### config.mk
export PLATFORM = sky130hd
export DESIGN_NAME = sub_bytes_req
export DESIGN_NICKNAME = d
export VERILOG_FILES = /design/src/rtl/aes_pkg.sv /design/src/rtl/sub_bytes_collect.sv /design/src/rtl/sub_bytes_req.sv
export SDC_FILE = /design/constraint.sdc
export NUM_CORES = 1
export LEC_CHECK = 0
export ABC_AREA = 0
export BUFFER_PORTS_ARGS = -buffer_cell sky130_fd_sc_hd__buf_2
export CORE_MARGIN = 3
export CORE_UTILIZATION = 31
export DETAILED_ROUTE_END_ITERATION = 12
export PLACE_DENSITY_LB_ADDON = 0.1
export SLEW_MARGIN = 20
export SYNTH_ARGS = -nofsm -noshare
export SYNTH_HDL_FRONTEND = slang
export SYNTH_SLANG_ARGS = --single-unit
export TNS_END_PERCENT = 10
### constraint.sdc
create_clock -name clk -period 16.6 [get_ports clk]
set_input_delay 3.32 -clock clk [delete_from_list [all_inputs] [get_ports clk]]
set_output_delay 3.32 -clock clk [all_outputs]
set_load 0.01 [all_outputs]
### src/rtl/aes_pkg.sv
// Shared AES definitions for the round datapath blocks.
//   NUM_BYTES/BYTE_W/STATE_W : state geometry (16 x 8 = 128 bits)
//   state_t                  : one 128-bit AES state, byte 0 in [127:120]
//   sb_fsm_e                 : SubBytes requester FSM states
//   get_byte()               : extract byte idx of a state (byte 0 = MSB)
package aes_pkg;
  localparam int NUM_BYTES = 16;
  localparam int BYTE_W    = 8;
  localparam int STATE_W   = NUM_BYTES * BYTE_W;

  typedef logic [STATE_W-1:0] state_t;

  typedef enum logic [1:0] {IDLE, RUN, DONE} sb_fsm_e;

  function automatic logic [BYTE_W-1:0] get_byte(input state_t s, input logic [3:0] idx);
    return s[(STATE_W-1) - BYTE_W*int'(idx) -: BYTE_W];
  endfunction
endpackage

### src/rtl/sub_bytes_collect.sv
// Response-side byte assembler for the SubBytes requester.
//   clk, rst       : clock, async active-high reset
//   clear_i        : new operation accepted; restart byte index at 0
//   run_i          : requester is in RUN; responses outside RUN are dropped
//   outst_zero_i   : no lookup currently outstanding
//   rsp_vld_i/data : S-box response strobe and substituted byte (in order)
//   ack_o          : response accepted this cycle (retires one lookup)
//   last_o         : the accepted response is the 16th byte
//   state_out_o    : assembled result, byte 0 in [127:120]
//   err_o          : sticky, a response arrived in RUN with nothing outstanding
module sub_bytes_collect
  import aes_pkg::*;
(
  input  logic              clk,
  input  logic              rst,
  input  logic              clear_i,
  input  logic              run_i,
  input  logic              outst_zero_i,
  input  logic              rsp_vld_i,
  input  logic [BYTE_W-1:0] rsp_data_i,
  output logic              ack_o,
  output logic              last_o,
  output state_t            state_out_o,
  output logic              err_o
);
  logic [4:0] resp_cnt_q;
  state_t     state_out_q;
  logic       err_q;
  logic       hit, unexp;

  assign hit    = run_i && rsp_vld_i;
  // Saturation guard on resp_cnt keeps the byte index from ever passing 15.
  assign ack_o  = hit && !outst_zero_i && (resp_cnt_q < 5'(NUM_BYTES));
  assign unexp  = hit && outst_zero_i;
  assign last_o = ack_o && (resp_cnt_q == 5'(NUM_BYTES-1));

  always_ff @(posedge clk or posedge rst) begin
    if (rst) begin
      resp_cnt_q  <= '0;
      state_out_q <= '0;
      err_q       <= 1'b0;
    end else begin
      if (clear_i)    resp_cnt_q <= '0;
      else if (ack_o) resp_cnt_q <= resp_cnt_q + 5'd1;
      // Unexpected data is discarded; only the flag records it.
      if (unexp) err_q <= 1'b1;
      for (int i = 0; i < NUM_BYTES; i++)
        if (ack_o && resp_cnt_q == 5'(i))
          state_out_q[(STATE_W-1) - BYTE_W*i -: BYTE_W] <= rsp_data_i;
    end
  end

  assign state_out_o = state_out_q;
  assign err_o       = err_q;
endmodule

### src/rtl/sub_bytes_req.sv
// SubBytes requester: streams the 16 bytes of a latched state into the
// shared S-box LUT one per cycle, honouring arbiter availability and an
// outstanding-lookup limit, and returns the assembled substituted state.
//   clk, reset                 : clock, async active-high reset
//   start, state_in            : request (sampled in IDLE only) and input state
//   busy                       : high in RUN and DONE
//   sub_bytes_val(_vld)        : registered S-box lookup request
//   sbox_available             : arbiter lets a request through this cycle
//   sub_bytes_sbox_data(_vld)  : in-order S-box responses
//   state_out, state_out_vld   : result and its one-cycle completion pulse
//   err                        : sticky unexpected-response flag
module sub_bytes_req #(
  parameter int MAX_OUTSTANDING = 2,
  parameter int STATE_W         = 128
) (
  input  logic               clk,
  input  logic               reset,
  input  logic               start,
  input  logic [STATE_W-1:0] state_in,
  output logic               busy,
  output logic [7:0]         sub_bytes_val,
  output logic               sub_bytes_val_vld,
  input  logic               sbox_available,
  input  logic [7:0]         sub_bytes_sbox_data,
  input  logic               sub_bytes_sbox_data_vld,
  output logic [STATE_W-1:0] state_out,
  output logic               state_out_vld,
  output logic               err
);
  import aes_pkg::*;

  localparam int OUT_W = 3;  // holds 0..4

  sb_fsm_e           state_q;
  state_t            src_q;
  logic [4:0]        issue_cnt_q;
  logic [OUT_W-1:0]  outst_q, outst_d;
  logic [BYTE_W-1:0] val_q;
  logic              val_vld_q, out_vld_q;
  logic              run, ack, last, issue;

  assign run = (state_q == RUN);

  // A response retiring in the same cycle frees a slot, so a full window
  // still issues back-to-back when the S-box keeps up.
  assign issue = run && (issue_cnt_q < 5'(NUM_BYTES)) && sbox_available &&
                 ((outst_q < OUT_W'(MAX_OUTSTANDING)) || ack);

  always_comb begin
    outst_d = outst_q;
    if (issue && !ack)      outst_d = outst_q + 1'b1;
    else if (!issue && ack) outst_d = outst_q - 1'b1;
  end

  always_ff @(posedge clk or posedge reset) begin
    if (reset) begin
      state_q     <= IDLE;
      src_q       <= '0;
      issue_cnt_q <= '0;
      outst_q     <= '0;
      val_q       <= '0;
      val_vld_q   <= 1'b0;
      out_vld_q   <= 1'b0;
    end else begin
      val_vld_q <= 1'b0;
      out_vld_q <= 1'b0;
      case (state_q)
        IDLE: if (start) begin
          src_q       <= state_in;
          issue_cnt_q <= '0;
          outst_q     <= '0;
          state_q     <= RUN;
        end
        RUN: begin
          if (issue) begin
            val_q       <= get_byte(src_q, issue_cnt_q[3:0]);
            val_vld_q   <= 1'b1;
            issue_cnt_q <= issue_cnt_q + 5'd1;
          end
          outst_q <= outst_d;
          if (last) begin
            state_q   <= DONE;
            out_vld_q <= 1'b1;
          end
        end
        DONE:    state_q <= IDLE;
        default: state_q <= IDLE;
      endcase
    end
  end

  sub_bytes_collect u_collect (
    .clk          (clk),
    .rst          (reset),
    .clear_i      ((state_q == IDLE) && start),
    .run_i        (run),
    .outst_zero_i (outst_q == '0),
    .rsp_vld_i    (sub_bytes_sbox_data_vld),
    .rsp_data_i   (sub_bytes_sbox_data),
    .ack_o        (ack),
    .last_o       (last),
    .state_out_o  (state_out),
    .err_o        (err)
  );

  assign busy              = (state_q != IDLE);
  assign sub_bytes_val     = val_q;
  assign sub_bytes_val_vld = val_vld_q;
  assign state_out_vld     = out_vld_q;
endmodule

Yosys cells after proc, flatten, opt, wreduce, memory -nomap -nowiden. Index checks and enable logic that the tools add are counted.

Bits in registers: 282. Input port bits: 141. Output and inout port bits: 140. Logic and storage cells: 111.

$add $sub $neg: 5. $lt $le $gt $ge: 3. Eq/ne operators: 20. Shift-type cells: 1. Muxes and demuxes: 16. Reduce and logical (&&, ||, !) cells: 41.

Operators with widths (count): 135-bit by 8-bit indexed part select with 8-bit output (1); 5-bit by 4-bit == test with 1-bit output (second input constant) (8); 1-bit logical AND (26); 5-bit by 3-bit == test with 1-bit output (second input constant) (4); 5-bit 2-to-1 mux (4); 5-bit by 1-bit adder with 5-bit output (second input constant) (2); 5-bit by 2-bit == test with 1-bit output (second input constant) (2); 5-bit less-than comparator (second input constant) (2); 5-bit one-hot mux with 2 select lines (1); 3-bit 2-to-1 mux (3); 7-bit by 7-bit subtractor with 8-bit output (first input constant) (1); 3-bit one-hot mux with 2 select lines (1); 2-bit AND reduction (3); 3-bit AND reduction (2); 2-bit nonzero test (3); 5-bit by 1-bit == test with 1-bit output (second input constant) (1); 5-bit logical NOT (1); 1-bit 2-to-1 mux (4); 2-bit 2-to-1 mux (2); 2-bit by 1-bit inequality test with 1-bit output (second input constant) (2); 2-bit one-hot mux with 2 select lines (1); 3-bit by 1-bit adder with 3-bit output (second input constant) (1); 1-bit logical NOT (3); 3-bit logical NOT (1); 7 further kinds (7).

Logic depth before layout (Yosys ltp). Gate-level depths: netlist (run 1).

Word-level depth: 11. Gate-level depth with buffers: 7.

Hierarchy. A second synthesis (run 1) with hierarchy kept.

Cells, all modules: 1059. Area, all modules: 12055.3 um^2.

Modules (own cells, without submodules): sub_bytes_req (instances 1, cells an instance 729, area an instance 6755.2 um^2, seq. area each 3703.6 um^2); sub_bytes_collect (instances 1, cells an instance 330, area an instance 5300.1 um^2, seq. area each 3353.2 um^2).

Least setup slack after synthesis (run 1). No wires, ideal clock.

Path type: in2reg. Start point: input sub_bytes_sbox_data_vld. End point: register outst_q[2]. Setup time: 90 ps. Arrival time: 4587 ps. Required time: 16510 ps. Path slack: 11923 ps. Cell stages on the path: 6. Path through: and4bb_4 a2111oi_4 fa_1 nand2_1 mux2_2 o221ai_1.

Word-level cells in the longest chain between the ends: 9. Elaborated cells between the ends (all ways): 13. Those cells by class: 1 x eq/ne; 2 x mux; 10 x reduce/logical.

Ends and longest elaborated chain: start, declared (RTL line sub_bytes_req.sv:25) `input logic sub_bytes_sbox_data_vld,`; 1-bit logical AND (*) (RTL line sub_bytes_collect.sv:31) `assign hit = run_i && rsp_vld_i;`; 1-bit logical AND (*) (2 in series) (RTL line sub_bytes_collect.sv:33) `assign ack_o = hit && !outst_zero_i && (resp_cnt_q < 5'(NUM_BYTES));`; 1-bit logical OR (RTL line sub_bytes_req.sv:47) `((outst_q < OUT_W'(MAX_OUTSTANDING)) || ack);`; 1-bit logical AND (RTL line sub_bytes_req.sv:46) `assign issue = run && (issue_cnt_q < 5'(NUM_BYTES)) && sbox_available &&`; 1-bit logical NOT (RTL line sub_bytes_req.sv:52) `else if (!issue && ack) outst_d = outst_q - 1'b1;`; 1-bit logical AND (RTL line sub_bytes_req.sv:52); 3-bit by 1-bit inequality test with 1-bit output (no line); 3-bit AND reduction (no line); end signal, assigned (RTL line sub_bytes_req.sv:80) `outst_q <= outst_d;`; end, declared (RTL line sub_bytes_req.sv:37) `logic [OUT_W-1:0] outst_q, outst_d;`.

Every way passes the cells marked *; elsewhere a longest branch is shown, timed or not. A chain may end at the register's enable or synchronous reset.

Final worst setup path (run 1).
Start point: input start. End point: register src_q[84].

Word-level cells in the longest chain between the ends: 1.

Ends and longest elaborated chain: start, declared (RTL line sub_bytes_req.sv:18) `input logic start,`; 2-bit AND reduction (no line); end signal, assigned (RTL line sub_bytes_req.sv:69) `src_q <= state_in;`; end, declared (RTL line sub_bytes_req.sv:35) `state_t src_q;`.

Every way passes these cells.

==> results of run 1 <==
## cell families after synthesis
logic type,after synthesis,share of synthesized area
AOI/OAI and AO/OA,24,0.01410
xor gates and xnor gates,4,0.002924
adders and majority gates,7,0.007936
buffers and inverters,52,0.02161
DFF,282,0.5889
muxes,316,0.3278
and+or+nand+nor,63,0.03675
## flip-flops by register name, indices dropped and copies added (netlist names)
name and cells:
issue_cnt_q 5, u_collect.err_o 1, state_out_vld 1, u_collect.resp_cnt_q 5, u_collect.state_out_o 128, state_q 2, sub_bytes_val 8, outst_q 3
sub_bytes_val_vld 1, src_q 128
## worst max-delay path: stages
cell and delay, ps:
buf_2 80, nand2b_1 110, nor2_4 620, buf_4 630, buf_4 760, mux2_2 410
## worst paths after layout
| kind | startpoint | endpoint |
|---|---|---|
| min | sub_bytes_val[1] | sub_bytes_val[1] |
| min in group asynchronous | reset | src_q[80] |
| max | start | src_q[84] |
| max in group asynchronous | reset | issue_cnt_q[1] |
| min reg2reg | sub_bytes_val[1] | sub_bytes_val[1] |
| max reg2reg | state_q[1] | src_q[84] |
## cell type report
cell class / count / area, um2 / share of cell area
timing repair buffer: 286 / 1459 / 0.09728
sequential: 282 / 7061 / 0.4708
clock inverter: 5 / 75.07 / 0.005006
clock buffer: 55 / 1044 / 0.06958
inverter: 8 / 37.54 / 0.002503
tap: 511 / 639.4 / 0.04263
antenna: 3 / 7.507 / 0.0005006
multi-input combinational: 414 / 4674 / 0.3117
## per-layer routing
layer  vias up  GRT usage  wire length [um]
li1       3282          -                 -
met1      3716     0.1970             13620
met2       194     0.2443             14630
met3        56    0.05307              2336
met4        14    0.04529               608
met5         -          0                72
## layout by cell type, fill, tap and decap left out, drive strengths merged, types with 5 or more instances in the layout
| cell type | instances |
|---|---|
| mux2 | 267 |
| mux2i | 17 |
| mux4 | 32 |
| nand2 | 11 |
| buf | 286 |
| clkbuf | 55 |
| a21oi | 5 |
| inv | 8 |
| ha | 6 |
| o21ai | 10 |
| nor2 | 18 |
| dfrtp | 282 |
## cells in the mapped netlist (2+ instances only)
library cell  number  share of area
dfrtp_1          282           0.59
mux2_2           259           0.24
mux4_2            32          0.060
buf_2             21         0.0088
mux2i_1           17          0.014
clkbuf_1          15         0.0047
nand2_1           11         0.0034
nor2_1             9         0.0028
nor2_2             9         0.0047
o21ai_0            9         0.0038
inv_1              8         0.0025
mux2_4             8          0.010
ha_1               6         0.0063
a21oi_1            5         0.0021
and3_1             4         0.0021
nand2b_1           4         0.0021
buf_4              3         0.0019
nand3_1            3         0.0013
nand4_4            3         0.0053
nor3_2             3         0.0025
or3_1              3         0.0016
xor2_1             3         0.0022
buf_1              2        0.00063
buf_6              2         0.0019
o22ai_1            2         0.0010
or2_1              2         0.0010
or2_2              2         0.0010
## power by group through the flow
stage	logic (mW)	clock network [mW]	registers, mW
3_3_place_gp	0.337	0	0.788
5_1_grt	0.362	0.808	0.784
3_5_place_dp	0.339	0	0.789
2_1_floorplan	0.233	0	0.777
6_report	0.327	0.750	0.775
4_1_cts	0.339	0.779	0.777
## through the flow
step	power (mW)	cells	hold slack (ps)	cell area, um2
3_5_place_dp	1.127	1501	469.5	13870
3_3_place_gp	1.124	1501	452.3	13870
6_report	1.852	1564	479.8	15000
5_1_grt	1.954	1563	502.8	14990
2_1_floorplan	1.010	748	475.2	11980
4_1_cts	1.896	1561	483.3	14990
==> impl_metrics.json, run 1 <==
{
  "power.share.clock": 0.405,
  "max_freq_ghz": 0.1767,
  "post_synthesis_net_count": 896,
  "vias_per_cell": 4.643,
  "global_route.overflow_total": 0,
  "clock-root-buffer": "clkbuf_16",
  "antenna_found_initial": 10,
  "grt_max_degree": 155,
  "power-per-cell-area_nw_per_um2": 123.5,
  "top_level_ports": 281,
  "post_synth_instance_area_um2": 11980,
  "cap_viol_max_count": 0,
  "via_count": 7262,
  "die_w_um": 202.6,
  "synth-async-reset-ratio": 1.000,
  "place_hpwl_um": 21300,
  "cts_setup_buffers": 0,
  "detail-route-antenna-nets": 0,
  "layout_setup_ws_ps": 10940,
  "num-nets-final": 1175,
  "final-max-slew-violation-count": 0,
  "finalSetupViolCount": 0,
  "power.sequential.fraction": 0.418,
  "min_delay_path_depth": 2,
  "ff2ff_setup_slack_ps": 13220,
  "intPower_mw": 1.352,
  "timing.max_slew.rel_slack": 0.3285,
  "ys_types": 48,
  "postSynthCellCount": 748,
  "timing.setup.critical_path_class": "primary input to flip-flop",
  "wl_per_cell_um": 19.99,
  "final_hold_viol_count": 0,
  "critical_path.startpoint_type": "primary input",
  "fin_worst_skew_ps": 13.91,
  "p_leak_nw": 7.618,
  "place.gp.congestion": 0.6980,
  "worstPathArrival_ps": 6060,
  "synthesis.area_per_instance_um2": 16.02,
  "vias_in_the_first_global_route": 7869,
  "tritoncts_clock_tree": "done",
  "area_growth_syn_to_layout_pct": 25.15,
  "drtIter0Drc": 180,
  "timing_worst_slew_pin_value_ps": 1007,
  "synth.ff_latch_count": 282,
  "edff_count_synth": 0,
  "unrepaired_setup_endpoints_after_global_routing": "no",
  "cts-buffers-inserted": 35,
  "wl_um": 31270,
  "layout_worst_path_cycle_share": 0.3410,
  "placement.setup.worst_slack_ps": 10340,
  "switching_share": 0.2697,
  "final_core_util": 0.3963,
  "setup-tns-final_ps": 0,
  "switching_power_summed_over_all_nets_mw": 0.4995,
  "start_util": 0.3166,
  "insertion_delay_ps": 530,
  "clock_tree_sinks": 282,
  "power_frac_comb": 0.176,
  "share_of_post_route_cells_with_drive_strength_above_1": 0.6305,
  "post-route-drc-count": 0,
  "worstPathMaxFanout": 65,
  "worst_setup_path_end_kind": "flip-flop",
  "core-area_um2": 37840,
  "cts_htree_levels": 2,
  "cts.path.max_buffers": 3,
  "synth-seq-area-share": 0.5889,
  "groute.usage.overall": 0.1527,
  "portBuffers": 280,
  "vdd_ir_max_mv": 0.07232,
  "run_status": "completed",
  "layout.filler_cells": 3686,
  "synthesis.yosys.warnings": 0,
  "timing.final.crit_period_ps": 5660,
  "cts-resized-gates": 0,
  "die_area_um2": 41050,
  "cts_hold_repair.buffers": 0,
  "synth_top_flop_cell": "dfrtp_1",
  "clk_pin_slew_worst_paths_ps": 50,
  "grt_pass1_wl_um": 48380,
  "rr_worst_depth": 5,
  "worst_ep_required_time_ps": 17000,
  "worst_hold_path_class": "flip-flop to flip-flop",
  "placement_rows": 71,
  "pre_repair_dr_iteration_count": 4,
  "die_y_um": 202.6
}
Power figures use the tool's default switching activity.
==> inputs of run 2 (changes only) <==
Clock period 16.6 ns to 5.5 ns, I/O delays scaled along.
==> run 2 against run 1 <==
Compared with the run above:
- die area is the same
- worst setup slack lost 8000 ps
- clock-buffer cell count fell by 4
- clock skew down 2.5 ps
- largest cell class unchanged
- largest power group unchanged
==> impl_metrics.json, run 2 (synthesis gave the netlist of run 1 again) <==
{
  "run_status": "completed",
  "worstPathArrival_ps": 1470,
  "place_hpwl_um": 21550,
  "worst_setup_path_end_kind": "output pin",
  "final-max-slew-violation-count": 0,
  "global_route.overflow_total": 0,
  "area_growth_syn_to_layout_pct": 25.43,
  "clock_tree_sinks": 282,
  "grt_max_degree": 164,
  "met3RoutedLength_um": 2458,
  "multi_input_area_um2": 4674,
  "layout.filler_cells": 3657,
  "dr.max_layer_used": "met5",
  "layout_worst_path_cycle_share": 0.4679,
  "critPathMaxStageDelay_ps": 480,
  "pre_repair_dr_iteration_count": 4,
  "share_of_post_route_cells_with_drive_strength_above_1": 0.6337,
  "cts_setup_buffers": 0,
  "clock-root-buffer": "clkbuf_16",
  "core-area_um2": 37840,
  "top_level_ports": 281,
  "die_w_um": 202.6,
  "final_common_cell": "buf_2",
  "cts_hold_repair.buffers": 0,
  "finalSetupViolCount": 0,
  "timing_worst_slew_pin_value_ps": 995.0,
  "timing.final.crit_period_ps": 2573,
  "dr_wl_met2_um": 14600,
  "fin_worst_skew_ps": 11.44,
  "final-seq-area_um2": 7061,
  "cts-buffers-inserted": 34,
  "met1_length_um": 13600,
  "groute.usage.overall": 0.1535,
  "setup-tns-final_ps": 0,
  "die_y_um": 202.6,
  "power-per-cell-area_nw_per_um2": 370.3,
  "wl_per_cell_um": 19.95,
  "num-nets-final": 1177,
  "grt_pass1_wl_um": 48600,
  "place.gp.congestion": 0.7020,
  "tritoncts_clock_tree": "done",
  "critical_path.startpoint_type": "flip-flop",
  "start_util": 0.3166,
  "timing.max_slew.rel_slack": 0.3366,
  "max_freq_ghz": 0.3886,
  "insertion_delay_ps": 520,
  "cts.path.max_buffers": 3,
  "clk_pin_slew_worst_paths_ps": 60,
  "drtIter0Drc": 238,
  "cts_htree_levels": 2,
  "antenna_found_initial": 9,
  "final_hold_viol_count": 0,
  "cap_viol_max_count": 0,
  "worst_hold_path_class": "flip-flop to flip-flop",
  "p_leak_nw": 7.631,
  "wl_um": 31220,
  "vias_per_cell": 4.649,
  "placement_rows": 71,
  "detail-route-antenna-nets": 0,
  "crit_path_cell_trace": "or2_2, buf_2",
  "hold_slack_ps": 462.9,
  "cts-resized-gates": 0,
  "via_count": 7275,
  "critical-path-slowest-cell": "dfrtp_1",
  "unrepaired_setup_endpoints_after_global_routing": "no",
  "worstPathMaxFanout": 8,
  "final_cell_mix": "buf_2, dfrtp_1, mux2_2, clkbuf_16, mux4_2",
  "post-route-drc-count": 0,
  "vdd_ir_max_mv": 0.2039,
  "die_area_um2": 41050,
  "portBuffers": 280,
  "vias_in_the_first_global_route": 7762,
  "timing.setup.critical_path_class": "flip-flop to output pin",
  "worst_ep_required_time_ps": 4400
}
## run 2: cell count changes in the layout (fill, tap and decap cells not counted)
cell	change
clkinv_2	+1
inv_8	-1
buf_12	+2
clkbuf_1	-3
clkinvlp_4	+1
buf_4	+1
clkbuf_8	-1
clkinv_4	+1
## run 2: layout make-up
| type | count | area share |
|---|---|---|
| antenna | 3 | 0.0004995 |
| clock inverter | 7 | 0.005911 |
| timing repair buffer | 289 | 0.1002 |
| inverter | 8 | 0.002248 |
| clock buffer | 51 | 0.06777 |
| sequential | 282 | 0.4698 |
| tap | 511 | 0.04254 |
| multi-input combinational | 414 | 0.3110 |
## run 2: power breakdown
group | internal [mW] | switching, mW
logic | 0.477 | 0.480
clock network | 1.37 | 0.863
registers | 2.22 | 0.158
total | 4.06 | 1.50
## run 2: final timing paths
kind,end,slack [ps],cells past startpoint,startpoint
min,u_collect.err_o,460,1,u_collect.err_o
min reg2reg,u_collect.err_o,460,1,u_collect.err_o
max reg2reg,sub_bytes_val[7],3080,5,issue_cnt_q[2]
max,busy,2930,2,state_q[0]
min in group asynchronous,src_q[50],750,3,reset
max in group asynchronous,src_q[125],3880,3,reset
## run 2: routing by layer
metal	GRT usage	up-vias
met5	0	-
met4	0.03489	12
met3	0.06045	49
met2	0.2453	200
met1	0.1982	3709
li1	-	3305
## run 2: per-stage QoR
step / power, mW / std cells / setup WS (ps) / cell area (um2) / util
after CTS: 5.706 / 1562 / 2857 / 15020 / 0.3969
after global placement: 3.402 / 1504 / 2478 / 13910 / 0.3677
after floorplan: 3.049 / 748 / 664.7 / 11990 / -
after global routing: 5.883 / 1563 / 2838 / 15020 / 0.3970
after detailed placement: 3.411 / 1504 / 2461 / 13910 / 0.3677
final: 5.565 / 1565 / 2927 / 15030 / 0.3971
## run 2: worst max-delay path, delay by kind of cell (launching register included)
family	cells	cell delay, ps
and+or+nand+nor	1	330
buffers and inverters	1	140
DFF	1	480
